## src/rtl/trap_csr_unit.sv

```systemverilog
// Machine-mode trap and CSR unit for the MEM stage: owns the M-mode CSRs, takes
// interrupts/exceptions, executes MRET and issues a registered pipeline redirect.
module trap_csr_unit #(
  parameter logic [31:0] MTVEC_RST = 32'h0000_0000
) (
  input  logic        clk,
  input  logic        rst_n,
  input  logic        mem_valid,
  input  logic [31:0] pc_mem,
  input  logic [31:0] inst_mem,
  input  logic [2:0]  exp_vector,
  input  logic        mret,
  input  logic        csr_rw,
  input  logic        csr_w_imm_mux,
  input  logic [31:0] rs1_data,
  input  logic        ext_int,
  output logic [31:0] csr_rdata,
  output logic        trap_kill,
  output logic        redirect,
  output logic [31:0] redirect_pc
);

  typedef enum logic {RUN, REDIR} state_t;

  localparam logic [11:0] ADDR_MSTATUS  = 12'h300;
  localparam logic [11:0] ADDR_MIE      = 12'h304;
  localparam logic [11:0] ADDR_MTVEC    = 12'h305;
  localparam logic [11:0] ADDR_MSCRATCH = 12'h340;
  localparam logic [11:0] ADDR_MEPC     = 12'h341;
  localparam logic [11:0] ADDR_MCAUSE   = 12'h342;
  localparam logic [11:0] ADDR_MTVAL    = 12'h343;
  localparam logic [11:0] ADDR_MIP      = 12'h344;

  state_t      state_q, state_d;
  logic [1:0]  sync_q, sync_d;
  logic        mie_q, mie_d;
  logic        mpie_q, mpie_d;
  logic        meie_q, meie_d;
  logic [31:2] mtvec_q, mtvec_d;
  logic [31:0] mscratch_q, mscratch_d;
  logic [31:2] mepc_q, mepc_d;
  logic [31:0] mcause_q, mcause_d;
  logic [31:0] mtval_q, mtval_d;
  logic [31:0] redirect_pc_q, redirect_pc_d;

  logic        int_s;
  logic [11:0] csr_addr;
  logic [4:0]  zimm;
  logic [1:0]  csr_op;
  logic [31:0] csr_src;
  logic [31:0] csr_new;
  logic        run_valid;
  logic        take_irq;
  logic        take_exc;
  logic        take_mret;
  logic        csr_we;

  assign int_s       = sync_q[1];
  assign csr_addr    = inst_mem[31:20];
  assign zimm        = inst_mem[19:15];
  assign csr_op      = inst_mem[13:12];
  assign csr_src     = csr_w_imm_mux ? {27'b0, zimm} : rs1_data;
  assign redirect    = (state_q == REDIR);
  assign redirect_pc = redirect_pc_q;

  always_comb begin
    csr_rdata = 32'b0;
    case (csr_addr)
      ADDR_MSTATUS:  csr_rdata = {19'b0, 2'b11, 3'b0, mpie_q, 3'b0, mie_q, 3'b0};
      ADDR_MIE:      csr_rdata = {20'b0, meie_q, 11'b0};
      ADDR_MTVEC:    csr_rdata = {mtvec_q, 2'b00};
      ADDR_MSCRATCH: csr_rdata = mscratch_q;
      ADDR_MEPC:     csr_rdata = {mepc_q, 2'b00};
      ADDR_MCAUSE:   csr_rdata = mcause_q;
      ADDR_MTVAL:    csr_rdata = mtval_q;
      ADDR_MIP:      csr_rdata = {20'b0, int_s, 11'b0};
      default:       csr_rdata = 32'b0;
    endcase
  end

  // Event priority: interrupt > exception > MRET > CSR op; REDIR ignores MEM inputs.
  always_comb begin
    run_valid = (state_q == RUN) && mem_valid;
    take_irq  = run_valid && int_s && mie_q && meie_q;
    take_exc  = run_valid && !take_irq && (|exp_vector);
    take_mret = run_valid && !take_irq && !take_exc && mret;
    trap_kill = take_irq || take_exc;

    csr_new = csr_src;
    case (csr_op)
      2'b10:   csr_new = csr_rdata | csr_src;
      2'b11:   csr_new = csr_rdata & ~csr_src;
      default: csr_new = csr_src;
    endcase
    csr_we = run_valid && !take_irq && !take_exc && !mret && csr_rw &&
             ((csr_op == 2'b01) || ((csr_op[1] == 1'b1) && (zimm != 5'd0)));
  end

  always_comb begin
    state_d       = RUN;
    sync_d        = {sync_q[0], ext_int};
    mie_d         = mie_q;
    mpie_d        = mpie_q;
    meie_d        = meie_q;
    mtvec_d       = mtvec_q;
    mscratch_d    = mscratch_q;
    mepc_d        = mepc_q;
    mcause_d      = mcause_q;
    mtval_d       = mtval_q;
    redirect_pc_d = redirect_pc_q;

    if (take_irq || take_exc) begin
      state_d       = REDIR;
      redirect_pc_d = {mtvec_q, 2'b00};
      mepc_d        = pc_mem[31:2];
      mpie_d        = mie_q;
      mie_d         = 1'b0;
      mtval_d       = 32'b0;
      if (take_irq) begin
        mcause_d = 32'h8000_000B;
      end else if (exp_vector[2]) begin
        mcause_d = 32'd3;
        mtval_d  = pc_mem;
      end else if (exp_vector[1]) begin
        mcause_d = 32'd2;
        mtval_d  = inst_mem;
      end else begin
        mcause_d = 32'd11;
      end
    end else if (take_mret) begin
      state_d       = REDIR;
      redirect_pc_d = {mepc_q, 2'b00};
      mie_d         = mpie_q;
      mpie_d        = 1'b1;
    end else if (csr_we) begin
      case (csr_addr)
        ADDR_MSTATUS: begin
          mie_d  = csr_new[3];
          mpie_d = csr_new[7];
        end
        ADDR_MIE:      meie_d     = csr_new[11];
        ADDR_MTVEC:    mtvec_d    = csr_new[31:2];
        ADDR_MSCRATCH: mscratch_d = csr_new;
        ADDR_MEPC:     mepc_d     = csr_new[31:2];
        ADDR_MCAUSE:   mcause_d   = csr_new;
        ADDR_MTVAL:    mtval_d    = csr_new;
        default: ;
      endcase
    end
  end

  always_ff @(posedge clk or negedge rst_n) begin
    if (!rst_n) begin
      state_q       <= RUN;
      sync_q        <= 2'b00;
      mie_q         <= 1'b0;
      mpie_q        <= 1'b0;
      meie_q        <= 1'b0;
      mtvec_q       <= MTVEC_RST[31:2];
      mscratch_q    <= 32'b0;
      mepc_q        <= 30'b0;
      mcause_q      <= 32'b0;
      mtval_q       <= 32'b0;
      redirect_pc_q <= 32'b0;
    end else begin
      state_q       <= state_d;
      sync_q        <= sync_d;
      mie_q         <= mie_d;
      mpie_q        <= mpie_d;
      meie_q        <= meie_d;
      mtvec_q       <= mtvec_d;
      mscratch_q    <= mscratch_d;
      mepc_q        <= mepc_d;
      mcause_q      <= mcause_d;
      mtval_q       <= mtval_d;
      redirect_pc_q <= redirect_pc_d;
    end
  end

endmodule
```

## config.mk

```make
export PLATFORM = sky130hd
export DESIGN_NAME = trap_csr_unit
export DESIGN_NICKNAME = d
export VERILOG_FILES = /design/src/rtl/trap_csr_unit.sv
export SDC_FILE = /design/constraint.sdc
export NUM_CORES = 1
export LEC_CHECK = 0
export ABC_CLOCK_PERIOD_IN_PS = 2130
export BUFFER_PORTS_ARGS = -buffer_cell sky130_fd_sc_hd__buf_2
export CAP_MARGIN = 20
export CORE_MARGIN = 5
export CORE_UTILIZATION = 40
export DETAILED_ROUTE_END_ITERATION = 7
export GPL_ROUTABILITY_DRIVEN = 0
export PLACE_DENSITY_LB_ADDON = 0.05
export SYNTH_ARGS = -nofsm -noshare
export SYNTH_HDL_FRONTEND = slang
export SYNTH_SLANG_ARGS = --single-unit
```

## constraint.sdc

```tcl
create_clock -name clk -period 2.13 [get_ports clk]
set_input_delay 0.3195 -clock clk [delete_from_list [all_inputs] [get_ports clk]]
set_output_delay 0.3195 -clock clk [all_outputs]
set_load 0.02 [all_outputs]
```

# --- After elaboration in Yosys (flattened, before gate mapping) ---
# Index checks and enable logic that the tools add are counted.
totals:
  regBits: 194
  out_inout_bits: 66
  elab_cells: 95
classes:
  eq_ne: 12
  mux: 33
  bitwise: 6
  n_reduce_logical: 33
ops:
  columns: ["cell", "n"]
  rows:
  - ["$mux 32", 15]
  - ["$pmux 32 s8", 1]
  - ["$mux 30", 4]
  - ["$eq 12x10->1 const B", 8]
  - ["$pmux 32 s2", 1]
  - ["$and 32x32->32", 1]
  - ["$not 32->32", 1]
  - ["$or 32x32->32", 1]
  - ["$logic_and 1x1->1", 12]
  - ["$reduce_and 4->1", 3]
  - ["$mux 1", 10]
  - ["$reduce_bool 2->1", 5]
  - ["$reduce_and 3->1", 3]
  - ["$mux 4", 2]
  - ["$reduce_bool 3->1", 2]
  - ["$reduce_bool 5->1", 1]
  - ["$eq 2x2->1 const B", 2]
  - ["$logic_not 1->1", 3]
  - ["$not 1->1", 3]
  - ["$reduce_or 3->1", 1]
  - ["$eq 2x1->1 const B", 1]
  - ["$logic_or 1x1->1", 2]
  - ["$ne 2x2->1 const B", 1]
  - ["$reduce_and 2->1", 1]

# --- Depth between registers and ports, before layout ---
depth:
  word_depth: 16
  mapped_depth: 10
  ltp_nobuf: 8

# --- Least setup slack after synthesis ---
# OpenSTA, ideal clock, no wires.
synth_timing:
  path_type: "input to output"
  from: "input inst_mem[22]"
  to: "output csr_rdata[21]"
  arrival_ns: 1.925
  path_slack_ns: -0.114
  stages: 7
  n_path_buf: 3
  cell_sequence: "buf_2 nor3b_1 and2_1 buf_4 buf_4 a22oi_1 o21ai_0"
synth_between:
  elab_chain_cells: 2
synth_rtl:
  columns: ["item", "line", "rtl"]
  rows:
  - ["start, declared", "10", "input logic [31:0] inst_mem,"]
  - ["$eq 12x10->1", "68", "case (csr_addr)"]
  - ["$pmux 32 s8 *", "68", null]
  - ["end, declared", "17", "output logic [31:0] csr_rdata,"]
# Every way passes the cells marked *; elsewhere a longest branch is shown, timed or not.

# --- Worst setup path after layout ---
layout_timing:
  from: "register sync_q[1]"
  to: "output csr_rdata[11]"
layout_between:
  elab_chain_cells: 1
layout_rtl:
  columns: ["item", "line", "rtl"]
  rows:
  - ["start, declared", "35", "logic [1:0] sync_q, sync_d;"]
  - ["start signal, assigned", "167", "sync_q <= sync_d;"]
  - ["$pmux 32 s8", "68", null]
# Every way passes these cells.

==> results.py <==
metrics = {
    "timing": {
        "fin_worst_skew_ns": 0.0104,
        "fin_crit_ns": 2.28,
        "slew_headroom_pct": 57.6,
        "slew_viol_final": 0,
        "worstMarginPinSlew_ns": 0.635,
        "min_period_over_period_pct": 107,
        "rsz0062_at_grt": "yes",
        "max_freq_mhz": 438,
        "setup-violations-final": 3,
        "finalHoldViolCount": 0,
        "hold_ws_ns": 0.112,
        "setup_slack_ns": -0.152,
    },
    "power_and_ir_drop": {
        "p_per_area_mw_per_mm2": 641,
        "swShare_pct": 29.8,
        "p_int_w": 0.00619,
        "combPwrFrac_pct": 16.8,
        "p_seq_share_pct": 46.0,
        "power_w": 0.00881,
        "p_leak_nw": 6.23,
        "p_switching_w": 0.00262,
        "ir_drop_mv": 0.395,
        "clockPowerShare_pct": 37.2,
    },
    "critical_path": {
        "worstSetupPathType": "reg -> out",
        "cpMaxStageDelayCell": "or4_1",
        "r2r_setup_slack_ns": 0.12,
        "cp_max_fo": 2,
        "crit_arrival_ns": 1.96,
        "end_kind": "primary output",
        "crit_path_max_incr_delay_ns": 0.47,
        "critPathRequiredTime_ns": 1.81,
        "path_cells": "a21boi_1, or4_1, o211ai_1, nor2_1, nor2_1, buf_4",
        "cp-start-kind": "flop",
        "crit_top_cell": "nor2_1",
    },
    "detailed_routing": {
        "routed.top_layer": "met4",
        "wl_met1_mm": 18.7,
        "wl_per_cell_um": 23.6,
        "wl_mm": 42.0,
        "ant_nets": 0,
        "dr_wl_met2_mm": 19.3,
        "initialDrtViolationCount": 1044,
        "viasPerCell": 5.91,
        "routed-wl-met3_mm": 2.80,
        "dr.pass1.iters": 5,
        "vias": 10497,
        "drc": 0,
    },
    "synth": {
        "ys_top_cells_by_area": "dfrtp_1 (47%), a22oi_1 (8.0%), o21ai_0 (7.3%), nand2_1 (6.1%), a21oi_1 (4.6%)",
        "synth_edf_count": 0,
        "syn_area_mm2": 0.0103,
        "synth_top_area_share_pct": 46.5,
        "ys_seq_area_share_pct": 46.5,
        "yosys.area.top_type": "dfrtp_1",
        "synthTopCellsByCount": "dfrtp_1 (192), nand2_1 (168), o21ai_0 (150), a22oi_1 (110), a21oi_1 (94)",
        "avgSynthCellArea_um2": 8.82,
        "async_reset_ff_share_pct": 100,
        "yosysUniqueCellTypes": 70,
        "ys_ff_latch": 192,
        "ys_warn_count": 0,
        "synth_ff_type": "dfrtp_1",
        "yosysMostFrequentCell": "dfrtp_1",
        "syn_inst": 1170,
    },
    "global_route": {
        "grt_overflow": 0,
        "first_global_vias": 10461,
        "grt_first_pass_wirelength_mm": 63.3,
        "grt_max_degree": 54,
        "track_usage_pct": 28.6,
        "antenna_found_initial": 0,
    },
    "min_path": {
        "hold_class": "in -> reg",
    },
    "die": {
        "pin_count": 172,
        "die_w_um": 171,
        "rows": 58,
        "die_area_mm2": 0.0291,
        "die_h_um": 171,
        "initial_core_util_pct": 40.8,
        "core-area_mm2": 0.0253,
    },
    "layout": {
        "final_layout_size_suffix_gt1_share_pct": 30.8,
        "num_antenna_cells": 0,
        "fin_nets": 1542,
        "area_growth_pct": 33.1,
        "nFillCells": 2406,
        "final_area_mm2": 0.0137,
    },
    "clock_network": {
        "cts_made_buffers": 17,
        "root_buffer": "clkbuf_16",
        "path_clk_slew_ns": 0.08,
        "clock_sinks": 192,
        "clockBufferDepth": 2,
        "cts_tree": "built",
        "clkLatencyLatePin_ns": 0.45,
        "h-tree-depth": 4,
    },
    "place": {
        "preCtsSetupSlack_ns": -0.158,
        "place_area_mm2": 0.0126,
        "dp_hpwl_mm": 29.7,
        "numPortBuffers": 169,
    },
    "job": {
        "drv_cap": 0,
    },
    "outcome": {
        "violations": "setup timing",
        "outcome": "complete, but fails checks",
    },
}
-- registers in the layout, summed over array words and instances, names as in the netlist, 2 cells and up --
register     count
mtval_q         32
sync_q           2
mtvec_q         30
mepc_q          30
mscratch_q      32
redirect_pc     30
mcause_q        32
-- timing repair --
item | CTS | global route
hold endpoints to repair | 41 | 0
gates cloned | 0 | 1
buffers inserted | 4 | 15
hold buffers | 2 | 0
gates resized for setup | 36 | 76
pin swaps | 5 | 16
setup endpoints to repair | 25 | 30
-- logic make-up (layout without fill, tap and decap cells) --
| kind of cell | Yosys count | count (layout) | synth area share [%] |
|---|---|---|---|
| simple gates | 377 | 377 | 17.4 |
| buf+inv | 106 | 382 | 4.69 |
| compound gates | 471 | 471 | 28.3 |
| flops | 192 | 192 | 46.5 |
| mux | 23 | 23 | 3.02 |
| other cells | 1 | 2 | 0.0363 |
-- metrics by stage --
| stage | util, % | instances | setup TNS [ns] |
|---|---|---|---|
| global placement | 49.7 | 1726 | -9.79 |
| global route | 54.2 | 1777 | -0.366 |
| floorplan | - | 1171 | 0 |
| finish | 54.2 | 1777 | -0.169 |
| detailed placement | 49.7 | 1726 | -11.87 |
| CTS | 52.7 | 1761 | -0.182 |
-- metal layers --
| layer | global-route usage [%] | up-vias |
|---|---|---|
| met4 | 9.83 | 0 |
| met1 | 40.6 | 5151 |
| met5 | 0 | - |
| met2 | 44.4 | 446 |
| met3 | 4.85 | 76 |
| li1 | - | 4824 |
-- area by class of cell --
class | count | area, um^2 | share of cell area, %
inverter | 3 | 23.8 | 0.173
timing repair buffer | 349 | 2660 | 19.3
sequential | 192 | 4800 | 35.0
tap | 330 | 413 | 3.01
multi-input combinational | 873 | 5270 | 38.3
clock buffer | 19 | 453 | 3.30
clock inverter | 11 | 121 | 0.883
-- path summary, 6_finish.rpt --
path	startpoint	endpoint	depth (start not counted)
max	sync_q[1]	csr_rdata[11]	6
min	pc_mem[7]	mepc_q[7]	3
max reg2reg	redirect	mcause_q[12]	6
min reg2reg	sync_q[0]	sync_q[1]	0
max in group asynchronous	rst_n	mepc_q[16]	3
min in group asynchronous	rst_n	redirect_pc[17]	2
-- placed cells by master, fill, tap and decap left out, drive strengths merged, types with 3 or more instances in the layout --
cell type / count
nor2b: 10
a22oi: 110
nand2b: 23
nor2: 78
and4: 3
o211ai: 7
nand3: 33
o21ai: 161
a22o: 26
a211oi: 4
nor3b: 3
nor3: 14
and2: 4
mux2i: 12
nand2: 170
o31ai: 3
o32ai: 4
a21oi: 95
buf: 346
a31oi: 9
mux2: 5
nor4: 3
nand4: 3
dfrtp: 192
or3: 3
nand3b: 17
o22ai: 28
clkbuf: 20
o221ai: 5
a31o: 3
mux4: 6
inv: 11
-- power groups by stage --
stage	clock [W]	combinational, W	sequential, W
global placement	0	0.00138	0.00411
detailed placement	0	0.00139	0.00412
global route	0.00348	0.00161	0.00408
floorplan	0	0.000697	0.00409
CTS	0.00331	0.00142	0.00405
finish	0.00328	0.00148	0.00405
-- critical path: cells and delay by family, from the launching register on --
family	cells	cell delay, ns
AOI/OAI and AO/OA	2	0.20
and+or+nand+nor	3	0.71
DFF	1	0.43
buffers and inverters	1	0.17
Power figures use the tool's default switching activity.
